<file path="src/rtl/arp_recv.sv">
// rtl/arp_recv.sv - Ethernet ARP frame receiver with MAC/IP filtering
//
// Purpose: parses a raw byte stream (preamble, SFD, Ethernet header, ARP
// payload, padding, FCS), keeps only ARP request/reply frames addressed to
// this station (unicast MAC or broadcast, TPA = own IP) and presents the
// parsed fields on a held output register until acknowledged.
//
// Ports:
//   clk, rst            clock, synchronous active-high reset
//   i_rx_data, i_rx_dv  received byte stream, one byte per clock while dv=1
//   i_local_mac/ip      own addresses used by the filters
//   o_valid, i_ack      output-hold handshake
//   o_operation         ARP OPER low bits (1 request, 2 reply)
//   o_src_mac           Ethernet source MAC
//   o_SHA/o_SPA         sender hardware / protocol address
//   o_THA/o_TPA         target hardware / protocol address
//   o_drop_cnt          saturating count of filtered or truncated frames
//   o_ovf_cnt           saturating count of good frames lost to a held output
module arp_recv (
   input  logic        clk,
   input  logic        rst,
   input  logic [7:0]  i_rx_data,
   input  logic        i_rx_dv,
   input  logic [47:0] i_local_mac,
   input  logic [31:0] i_local_ip,
   output logic        o_valid,
   input  logic        i_ack,
   output logic [1:0]  o_operation,
   output logic [47:0] o_src_mac,
   output logic [47:0] o_SHA,
   output logic [47:0] o_THA,
   output logic [31:0] o_SPA,
   output logic [31:0] o_TPA,
   output logic [7:0]  o_drop_cnt,
   output logic [7:0]  o_ovf_cnt
);

   localparam logic [3:0] S_IDLE       = 4'd0;
   localparam logic [3:0] S_PREAMBLE   = 4'd1;
   localparam logic [3:0] S_DST_MAC    = 4'd2;
   localparam logic [3:0] S_SRC_MAC    = 4'd3;
   localparam logic [3:0] S_ETHER_TYPE = 4'd4;
   localparam logic [3:0] S_ARP_HEADER = 4'd5;
   localparam logic [3:0] S_SHA        = 4'd6;
   localparam logic [3:0] S_SPA        = 4'd7;
   localparam logic [3:0] S_THA        = 4'd8;
   localparam logic [3:0] S_TPA        = 4'd9;
   localparam logic [3:0] S_WAIT_END   = 4'd10;
   localparam logic [3:0] S_DROP       = 4'd11;

   localparam logic [47:0] BCAST_MAC  = 48'hFFFF_FFFF_FFFF;
   localparam logic [15:0] ETYPE_ARP  = 16'h0806;
   localparam logic [63:0] HDR_REQ    = 64'h0001_0800_0604_0001;
   localparam logic [63:0] HDR_REPLY  = 64'h0001_0800_0604_0002;

   // Parser state
   logic [3:0]  state_q, state_d;
   logic [4:0]  cnt_q, cnt_d;

   // Field shift registers; only the bits needed later are kept. The
   // filter compare always uses {shift_q, current byte} on the last byte.
   logic [39:0] dst_q, dst_d;
   logic [47:0] src_q, src_d;
   logic [7:0]  etype_q, etype_d;
   logic [55:0] hdr_q, hdr_d;
   logic [47:0] sha_q, sha_d;
   logic [31:0] spa_q, spa_d;
   logic [47:0] tha_q, tha_d;
   logic [31:0] tpa_q, tpa_d;

   // Output holding registers
   logic        valid_q, valid_d;
   logic [1:0]  op_q, op_d;
   logic [47:0] out_src_q, out_src_d;
   logic [47:0] out_sha_q, out_sha_d;
   logic [31:0] out_spa_q, out_spa_d;
   logic [47:0] out_tha_q, out_tha_d;
   logic [31:0] out_tpa_q, out_tpa_d;
   logic [7:0]  drop_cnt_q, drop_cnt_d;
   logic [7:0]  ovf_cnt_q, ovf_cnt_d;

   logic        drop_evt;
   logic        done_evt;
   logic        load;
   logic [47:0] dst_full;
   logic [15:0] etype_full;
   logic [63:0] hdr_full;
   logic [31:0] tpa_full;

   assign dst_full   = {dst_q, i_rx_data};
   assign etype_full = {etype_q, i_rx_data};
   assign hdr_full   = {hdr_q, i_rx_data};
   assign tpa_full   = {tpa_q[23:0], i_rx_data};

   // Frame parser
   always_comb begin
      state_d  = state_q;
      cnt_d    = cnt_q;
      dst_d    = dst_q;
      src_d    = src_q;
      etype_d  = etype_q;
      hdr_d    = hdr_q;
      sha_d    = sha_q;
      spa_d    = spa_q;
      tha_d    = tha_q;
      tpa_d    = tpa_q;
      drop_evt = 1'b0;
      done_evt = 1'b0;

      case (state_q)
         S_IDLE: begin
            if (i_rx_dv) begin
               state_d = (i_rx_data == 8'h55) ? S_PREAMBLE : S_DROP;
            end
         end
         S_PREAMBLE: begin
            // cnt_q counts 0x55 bytes beyond the one seen in IDLE, so a
            // further 0x55 at cnt_q == 6 would be the eighth.
            if (!i_rx_dv) begin
               state_d  = S_IDLE;
               drop_evt = 1'b1;
            end else if (i_rx_data == 8'hD5) begin
               state_d = S_DST_MAC;
            end else if (i_rx_data == 8'h55 && cnt_q < 5'd6) begin
               cnt_d = cnt_q + 5'd1;
            end else begin
               state_d = S_DROP;
            end
         end
         S_DST_MAC: begin
            if (!i_rx_dv) begin
               state_d  = S_IDLE;
               drop_evt = 1'b1;
            end else begin
               dst_d = dst_full[39:0];
               cnt_d = cnt_q + 5'd1;
               if (cnt_q == 5'd5) begin
                  state_d = (dst_full == i_local_mac || dst_full == BCAST_MAC)
                            ? S_SRC_MAC : S_DROP;
               end
            end
         end
         S_SRC_MAC: begin
            if (!i_rx_dv) begin
               state_d  = S_IDLE;
               drop_evt = 1'b1;
            end else begin
               src_d = {src_q[39:0], i_rx_data};
               cnt_d = cnt_q + 5'd1;
               if (cnt_q == 5'd5) state_d = S_ETHER_TYPE;
            end
         end
         S_ETHER_TYPE: begin
            if (!i_rx_dv) begin
               state_d  = S_IDLE;
               drop_evt = 1'b1;
            end else begin
               etype_d = i_rx_data;
               cnt_d   = cnt_q + 5'd1;
               if (cnt_q == 5'd1) begin
                  state_d = (etype_full == ETYPE_ARP) ? S_ARP_HEADER : S_DROP;
               end
            end
         end
         S_ARP_HEADER: begin
            if (!i_rx_dv) begin
               state_d  = S_IDLE;
               drop_evt = 1'b1;
            end else begin
               hdr_d = hdr_full[55:0];
               cnt_d = cnt_q + 5'd1;
               if (cnt_q == 5'd7) begin
                  state_d = (hdr_full == HDR_REQ || hdr_full == HDR_REPLY)
                            ? S_SHA : S_DROP;
               end
            end
         end
         S_SHA: begin
            if (!i_rx_dv) begin
               state_d  = S_IDLE;
               drop_evt = 1'b1;
            end else begin
               sha_d = {sha_q[39:0], i_rx_data};
               cnt_d = cnt_q + 5'd1;
               if (cnt_q == 5'd5) state_d = S_SPA;
            end
         end
         S_SPA: begin
            if (!i_rx_dv) begin
               state_d  = S_IDLE;
               drop_evt = 1'b1;
            end else begin
               spa_d = {spa_q[23:0], i_rx_data};
               cnt_d = cnt_q + 5'd1;
               if (cnt_q == 5'd3) state_d = S_THA;
            end
         end
         S_THA: begin
            if (!i_rx_dv) begin
               state_d  = S_IDLE;
               drop_evt = 1'b1;
            end else begin
               tha_d = {tha_q[39:0], i_rx_data};
               cnt_d = cnt_q + 5'd1;
               if (cnt_q == 5'd5) state_d = S_TPA;
            end
         end
         S_TPA: begin
            if (!i_rx_dv) begin
               state_d  = S_IDLE;
               drop_evt = 1'b1;
            end else begin
               tpa_d = tpa_full;
               cnt_d = cnt_q + 5'd1;
               if (cnt_q == 5'd3) begin
                  state_d = (tpa_full == i_local_ip) ? S_WAIT_END : S_DROP;
               end
            end
         end
         S_WAIT_END: begin
            // Padding and FCS pass through unchecked.
            if (!i_rx_dv) begin
               state_d  = S_IDLE;
               done_evt = 1'b1;
            end
         end
         S_DROP: begin
            if (!i_rx_dv) state_d = S_IDLE;
         end
         default: begin
            state_d = S_IDLE;
         end
      endcase

      if (state_d == S_DROP && state_q != S_DROP) drop_evt = 1'b1;
      if (state_d != state_q) cnt_d = 5'd0;
   end

   // Output hold and statistics
   always_comb begin
      // A completed frame may replace the held one only when the held one is
      // free or being acknowledged in this very cycle.
      load       = done_evt && (!valid_q || i_ack);
      valid_d    = valid_q && !i_ack;
      op_d       = op_q;
      out_src_d  = out_src_q;
      out_sha_d  = out_sha_q;
      out_spa_d  = out_spa_q;
      out_tha_d  = out_tha_q;
      out_tpa_d  = out_tpa_q;
      drop_cnt_d = drop_cnt_q;
      ovf_cnt_d  = ovf_cnt_q;

      if (load) begin
         valid_d   = 1'b1;
         op_d      = hdr_q[1:0];
         out_src_d = src_q;
         out_sha_d = sha_q;
         out_spa_d = spa_q;
         out_tha_d = tha_q;
         out_tpa_d = tpa_q;
      end
      if (done_evt && !load && ovf_cnt_q != 8'hFF) ovf_cnt_d = ovf_cnt_q + 8'd1;
      if (drop_evt && drop_cnt_q != 8'hFF) drop_cnt_d = drop_cnt_q + 8'd1;
   end

   always_ff @(posedge clk) begin
      if (rst) begin
         state_q    <= S_IDLE;
         cnt_q      <= 5'd0;
         dst_q      <= '0;
         src_q      <= '0;
         etype_q    <= '0;
         hdr_q      <= '0;
         sha_q      <= '0;
         spa_q      <= '0;
         tha_q      <= '0;
         tpa_q      <= '0;
         valid_q    <= 1'b0;
         op_q       <= '0;
         out_src_q  <= '0;
         out_sha_q  <= '0;
         out_spa_q  <= '0;
         out_tha_q  <= '0;
         out_tpa_q  <= '0;
         drop_cnt_q <= '0;
         ovf_cnt_q  <= '0;
      end else begin
         state_q    <= state_d;
         cnt_q      <= cnt_d;
         dst_q      <= dst_d;
         src_q      <= src_d;
         etype_q    <= etype_d;
         hdr_q      <= hdr_d;
         sha_q      <= sha_d;
         spa_q      <= spa_d;
         tha_q      <= tha_d;
         tpa_q      <= tpa_d;
         valid_q    <= valid_d;
         op_q       <= op_d;
         out_src_q  <= out_src_d;
         out_sha_q  <= out_sha_d;
         out_spa_q  <= out_spa_d;
         out_tha_q  <= out_tha_d;
         out_tpa_q  <= out_tpa_d;
         drop_cnt_q <= drop_cnt_d;
         ovf_cnt_q  <= ovf_cnt_d;
      end
   end

   assign o_valid     = valid_q;
   assign o_operation = op_q;
   assign o_src_mac   = out_src_q;
   assign o_SHA       = out_sha_q;
   assign o_SPA       = out_spa_q;
   assign o_THA       = out_tha_q;
   assign o_TPA       = out_tpa_q;
   assign o_drop_cnt  = drop_cnt_q;
   assign o_ovf_cnt   = ovf_cnt_q;

endmodule

</file>
<file path="config.mk">
export PLATFORM = sky130hd
export DESIGN_NAME = arp_recv
export DESIGN_NICKNAME = d
export VERILOG_FILES = /design/src/rtl/arp_recv.sv
export SDC_FILE = /design/constraint.sdc
export NUM_CORES = 1
export LEC_CHECK = 0
export ABC_AREA = 1
export CORE_UTILIZATION = 60
export CTS_BUF_LIST = sky130_fd_sc_hd__clkbuf_8
export DETAILED_ROUTE_END_ITERATION = 6
export PLACE_DENSITY = 0.95
export SKIP_CTS_REPAIR_TIMING = 1
export SKIP_LAST_GASP = 1
export SYNTH_ARGS = -nofsm -noshare
export SYNTH_HDL_FRONTEND = slang
export SYNTH_SLANG_ARGS = --single-unit
</file>
<file path="constraint.sdc">
create_clock -name clk -period 3.2 [get_ports clk]
set_input_delay 0.64 -clock clk [delete_from_list [all_inputs] [get_ports clk]]
set_output_delay 0.64 -clock clk [all_outputs]
set_load 0.05 [all_outputs]
</file>
==> out/qor.csv, run 1 <==
stage;metric;value;unit
sta;Worst slew margin;0.494;
layout;Non-Filler Instances;3540;
placement;Post-DP HPWL;39500;um
placement;routability cong.;0.897;
clock_tree;TritonCTS clock tree;yes;
synth;largest area contributor in the netlist;dfxtp_1;
floorplan;Initial Util;0.609;
setup_path;CP Capture Type;output port;
layout;final core occ;0.761;
synth;post-synthesis async set-or-reset flop share;0;
sta;clk_skew;0.0281;ns
synth;most used flip-flop cell after synthesis;dfxtp_1;
clock_tree;Sink Count;548;
placement;dpl cells;3391;
drt;Post-route DRC;0;
setup_path;CP peak stage delay;0.94;ns
power_and_ir_drop;VDD IR max;404;uV
drt;first drt pass iteration count;6;
setup_path;slowest CP cell;clkdlybuf4s50_1;
setup_path;Crit path arrival time;2.01;ns
drt;Routed Antenna Nets;0;
drt;post-DR vias/cell;5.62;
clock_tree;CTS Buf Count;83;
drt;drt wl/cell;16.9;um
sta;Final period util;0.827;
setup_path;R2R depth;15;
sta;Setup TNS;0;ns
layout;multi-input logic area;0.00829;sq mm
sta;RSZ-0062 raised after global routing;false;
setup_path;crit path launch;o_drop_cnt[3]$_SDFFE_PP0P_;
synth;Synth Net Count;2847;
min_path;HP Class;reg2reg;
power_and_ir_drop;Pwr Density;549;mW/mm^2
placement;port bufs;318;
layout;Fill cells;2302;
synth;Syn. warnings;0;
setup_path;worst r2r src;cnt_q[0]$_SDFFE_PP0P_;
synth;Yosys cell types;33;
sta;Slew Limit Fails;0;
setup_path;critical path class;reg2out;
sta;hold slack;0.444;ns
grt;first-pass GRT wire length;95800;um
power_and_ir_drop;Pwr Total;14.4;mW
synth;Mapped Area;0.0210;sq mm
sta;Final Hold Viols;0;
clock_tree;worst-case clock buffer depth;3;
clock_tree;clock transition at the registers of the reported paths;0.07;ns
grt;vias in the first global route;19300;
setup_path;R2R Path End;o_drop_cnt[6]$_SDFFE_PP0P_;
placement;Area after DPL;0.0245;sq mm
placement;dpl ws;0.122;ns
flow_run;maxcap violations;0;
floorplan;Rows;68;
synth;top cells by area, synth;dfxtp_1 (52%), o21ai_0 (12%), a21oi_1 (8.8%);
synth;#FFs+latches synth;548;
setup_path;Worst path top cell family by delay;buffers and inverters;
synth;Post-Synthesis Cells;2751;
setup_path;Critical Path Stages;1;
layout;FF+latch area;0.0110;sq mm
setup_path;internal reg-to-reg setup slack;0.92;ns
clock_tree;htree depth;3;
status;outcome;complete, no violations;
clock_tree;Root Buffer;clkbuf_8;
synth;top-count cell post-synth;dfxtp_1;
setup_path;Required @ worst endpoint;2.56;ns
layout;fin nets;3117;
sta;maximum clock frequency;378;MHz
layout;post-route design area;0.0262;sq mm
setup_path;CP Buf/Inv Count;1;
drt;drt initial violations;1949;
power_and_ir_drop;Lkg Pwr;10.4;nW
grt;initial antenna violation count;2;
floorplan;die extent in x;189;um
synth;Post-synth top cells;dfxtp_1 (548), o21ai_0 (490), nor2_1 (468), a21oi_1 (368), inv_1 (277);
synth;EDFF count, synth;0;
drt;DR vias;19900;
grt;gr ovfl total;0;
clock_tree;Clock Latency Late Sink;0.62;ns
grt;total global routing track utilization;0.329;
sta;Setup WS post-layout;0.555;ns
synth;Post-Syn Area per Cell;7.62;sq um
floorplan;chip height;189;um
floorplan;Die ar.;0.0357;sq mm
grt;pin count of the biggest net entering global routing;122;
sta;Tightest Pin Transition;0.758;ns
layout;P&R area growth vs syn;25.0;%
setup_path;crit path max fanout;5;
synth;share of the synthesized area in the top cell type;0.523;
sta;setup violators final;0;
sta;Min Clock Period, post-route;2.65;ns
setup_path;worst-path cell chain;clkdlybuf4s50_1;
layout;layout cells sized above 1;0.0623;
setup_path;CP endpoint;o_drop_cnt[3];
min_path;hold path start;o_SPA[20]$_SDFFE_PP0P_;
drt;drt total wl;59900;um
floorplan;core region area;0.0345;sq mm
floorplan;number of I/O pins;319;
setup_path;crit path launch type;flip-flop;
synth;register area share after synthesis;0.523;
==> state kept, by name, summed over array words and instances (netlist names) <==
register / flops
o_TPA: 32
etype_q: 8
state_q: 4
o_valid: 1
tpa_q: 32
o_SPA: 32
o_THA: 48
o_SHA: 48
dst_q: 40
spa_q: 32
cnt_q: 5
tha_q: 48
o_src_mac: 48
o_ovf_cnt: 8
sha_q: 48
o_drop_cnt: 8
hdr_q: 56
src_q: 48
o_operation: 2
==> worst min-delay path by stage <==
stage	endpoint	slack, ns	depth (start not counted)
6_report	o_SPA[20]$_SDFFE_PP0P_	0.44	2
5_1_grt	o_src_mac[19]$_SDFFE_PP0P_	0.46	2
4_1_cts	o_SPA[20]$_SDFFE_PP0P_	0.45	2
3_5_place_dp	o_SPA[20]$_SDFFE_PP0P_	0.44	2
3_3_place_gp	o_SPA[21]$_SDFFE_PP0P_	0.43	2
2_1_floorplan	hdr_q[44]$_SDFFE_PP0P_	0.44	2
==> final cells by class <==
cell class | instances | area share
Clock inverter | 42 | 0.0101
Antenna cell | 2 | 0.000191
Tap cell | 455 | 0.0217
Clock buffer | 105 | 0.0551
Inverter | 293 | 0.0422
Timing Repair Buffer | 355 | 0.136
Sequential cell | 548 | 0.419
Multi-Input combinational cell | 1740 | 0.316
==> power by group <==
group	internal, mW	leakage, nW	switching [mW]
logic	0.499	4.96	0.903
registers	6.99	4.42	0.154
clock network	3.13	0.988	2.71
==> cell usage in the layout (no fill, tap or decap), types with 3 or more instances in the layout <==
cell             instances
a21oi_1                368
clkdlybuf4s50_1        317
clkinv_1                 3
nor3_1                  12
buf_4                   29
o21ai_0                490
nor2_1                 466
dfxtp_1                548
nor3_4                   3
buf_12                   8
nand3_1                 36
xor2_1                   8
inv_2                   12
ha_1                     4
nand2_2                  3
nand2_1                242
nand4_1                 12
nand2_4                  3
nand3_2                  3
xnor2_1                 71
inv_1                  306
or2_2                    3
inv_8                    3
clkinv_2                 5
clkbuf_8               105
o21ai_1                  4
==> kinds of logic after synthesis <==
| family | after synthesis | share of synthesized area |
|---|---|---|
| AO/OA/AOI/OAI | 866 | 0.207 |
| XOR/XNOR | 79 | 0.0330 |
| adder cells (fa/ha/maj) | 4 | 0.00239 |
| buffers and inverters | 463 | 0.0830 |
| flip-flops | 548 | 0.523 |
| AND/OR/NAND/NOR | 791 | 0.151 |
==> metal layers <==
metal  routed length [um]  global-route usage  vias to the layer above  part of all wire
li1                     -                   -                     9427                 -
met1                23100               0.391                     9291              0.39
met2                29200               0.563                      949              0.49
met3                 4240              0.0532                      238             0.071
met4                 3260               0.194                        0             0.055
met5                    0                   0                        -                 0
Note: power is estimated with default switching activity, not from simulation.
==> run 2, diff against run 1 <==
--- a/config.mk
+++ b/config.mk
@@ -6,10 +6,10 @@
 export NUM_CORES = 1
 export LEC_CHECK = 0
 export ABC_AREA = 1
-export CORE_UTILIZATION = 60
+export CORE_UTILIZATION = 50
 export CTS_BUF_LIST = sky130_fd_sc_hd__clkbuf_8
 export DETAILED_ROUTE_END_ITERATION = 6
-export PLACE_DENSITY = 0.95
+export PLACE_DENSITY = 0.86
 export SKIP_CTS_REPAIR_TIMING = 1
 export SKIP_LAST_GASP = 1
 export SYNTH_ARGS = -nofsm -noshare
==> constraint.sdc (replaced) <==
create_clock -name clk -period 2.3 [get_ports clk]
set_input_delay 0.46 -clock clk [delete_from_list [all_inputs] [get_ports clk]]
set_output_delay 0.46 -clock clk [all_outputs]
set_load 0.05 [all_outputs]
==> out/qor.csv, run 2 (synthesis results as in run 1) <==
stage;metric;value;unit
clock_tree;worst-case clock buffer depth;3;
drt;DR vias;19800;
grt;gr ovfl total;0;
status;outcome;finished with violations;
grt;pin count of the biggest net entering global routing;94;
power_and_ir_drop;Lkg Pwr;14.8;nW
setup_path;Required @ worst endpoint;1.84;ns
clock_tree;Sink Count;548;
setup_path;CP peak stage delay;0.81;ns
setup_path;internal reg-to-reg setup slack;0.14;ns
clock_tree;htree depth;3;
clock_tree;Root Buffer;clkbuf_8;
sta;Setup TNS;0;ns
layout;commonest cells after routing, fill and taps aside;dfxtp_1 (546), o21ai_0 (489), nor2_1 (462), a21oi_1 (368), inv_1 (303);
setup_path;crit path launch type;flip-flop;
placement;routability cong.;0.940;
layout;layout cells sized above 1;0.0923;
setup_path;CP Buf/Inv Count;1;
layout;Fill cells;3187;
floorplan;die extent in x;207;um
drt;post-DR vias/cell;5.35;
layout;final core occ;0.672;
drt;drt wl/cell;16.9;um
sta;RSZ-0062 raised after global routing;true;
sta;Final period util;0.974;
grt;first-pass GRT wire length;95600;um
drt;first drt pass iteration count;7;
sta;Min Clock Period, post-route;2.24;ns
floorplan;Initial Util;0.510;
placement;port bufs;318;
floorplan;core region area;0.0411;sq mm
grt;total global routing track utilization;0.279;
flow_run;maxcap violations;0;
sta;Tightest Pin Transition;0.647;ns
layout;most flop-heavy register;hdr_q;
sta;Slew Limit Fails;0;
drt;drt total wl;62400;um
layout;max reg flops;56;
power_and_ir_drop;Pwr Total;20.3;mW
grt;initial antenna violation count;1;
clock_tree;clock transition at the registers of the reported paths;0.06;ns
sta;maximum clock frequency;446;MHz
drt;Post-route DRC;19;
setup_path;crit path max fanout;2;
setup_path;CP Capture Type;output port;
floorplan;Rows;74;
clock_tree;TritonCTS clock tree;yes;
setup_path;critical path class;reg2out;
clock_tree;CTS Buf Count;88;
clock_tree;Clock Latency Late Sink;0.66;ns
setup_path;Crit path arrival time;1.78;ns
status;failing checks;design-rule violations;
min_path;HP Class;in2reg;
layout;ant diodes;0;
drt;drt initial violations;1613;
floorplan;Die ar.;0.0428;sq mm
layout;post-route design area;0.0276;sq mm
sta;Final Hold Viols;0;
setup_path;Worst path top cell family by delay;buffers and inverters;
layout;commonest non-fill, non-tap cell in the layout;dfxtp_1;
layout;P&R area growth vs syn;31.8;%
floorplan;number of I/O pins;319;
placement;Post-DP HPWL;41700;um
sta;clk_skew;0.0350;ns
drt;Routed Antenna Nets;0;
power_and_ir_drop;Pwr Density;734;mW/mm^2
power_and_ir_drop;VDD IR max;594;uV
placement;Area after DPL;0.0253;sq mm
grt;vias in the first global route;18800;
floorplan;chip height;207;um
layout;fin nets;3199;
sta;setup violators final;0;
setup_path;slowest CP cell;clkdlybuf4s50_1;
setup_path;worst-path cell chain;clkdlybuf4s50_1;
sta;Worst slew margin;0.569;
[run 2: changes by cell type in the layout (fill, tap and decap cells not counted), sizes merged]
cell           change
clkbuf             +3
clkdlybuf4s50    -218
clkinvlp           +1
inv                -3
buf               +78
dlymetal6s2s     +217
diode              -2
clkinv             +3
[run 2: tightest hold or removal path: stages]
cell and delay (ns):
buf_2 0.15, inv_8 0.17, o21ai_0 0.14, nor2_1 0.05
[run 2: final cells by class]
class | count | area [sq um] | share of cell area
flip-flops and latches | 548 | 11000 | 0.397
multi-input cells | 1740 | 8360 | 0.302
repair buffers | 432 | 4790 | 0.173
clock buffers | 108 | 1490 | 0.0538
inverters | 293 | 1110 | 0.0401
well taps | 532 | 666 | 0.0241
clock inverters | 43 | 256 | 0.00928
[run 2: stage by stage]
step,hold WS (ns),instances,worst slack [ns]
after floorplan,0.441,2751,0.255
after global placement,0.433,3544,-0.347
after detailed placement,0.437,3544,-0.463
after CTS,0.353,3695,-0.160
after global routing,0.390,3696,-0.0567
final,0.373,3696,0.0589
[run 2: metal layers]
| metal | vias up | GRT usage | part of all wire |
|---|---|---|---|
| li1 | 9575 | - | - |
| met5 | - | 0 | 0.00014 |
| met2 | 696 | 0.479 | 0.50 |
| met3 | 127 | 0.0531 | 0.063 |
| met4 | 2 | 0.0978 | 0.027 |
| met1 | 9374 | 0.350 | 0.41 |
[run 2: worst paths after layout]
kind,to,from,depth (start not counted)
max,o_SHA[47],o_SHA[47]$_SDFFE_PP0P_,1
min reg2reg,o_SHA[25]$_SDFFE_PP0P_,o_SHA[25]$_SDFFE_PP0P_,2
max reg2reg,o_drop_cnt[7]$_SDFFE_PP0P_,cnt_q[0]$_SDFFE_PP0P_,13
min,sha_q[31]$_SDFFE_PP0P_,rst,4
[run 2: report_power, final]
part           internal [mW]  switching, mW  leakage, nW
clock                   4.46           3.81        0.999
combinational          0.784           1.31         9.40
sequential              9.72          0.207         4.42
total                   15.0           5.32         14.8
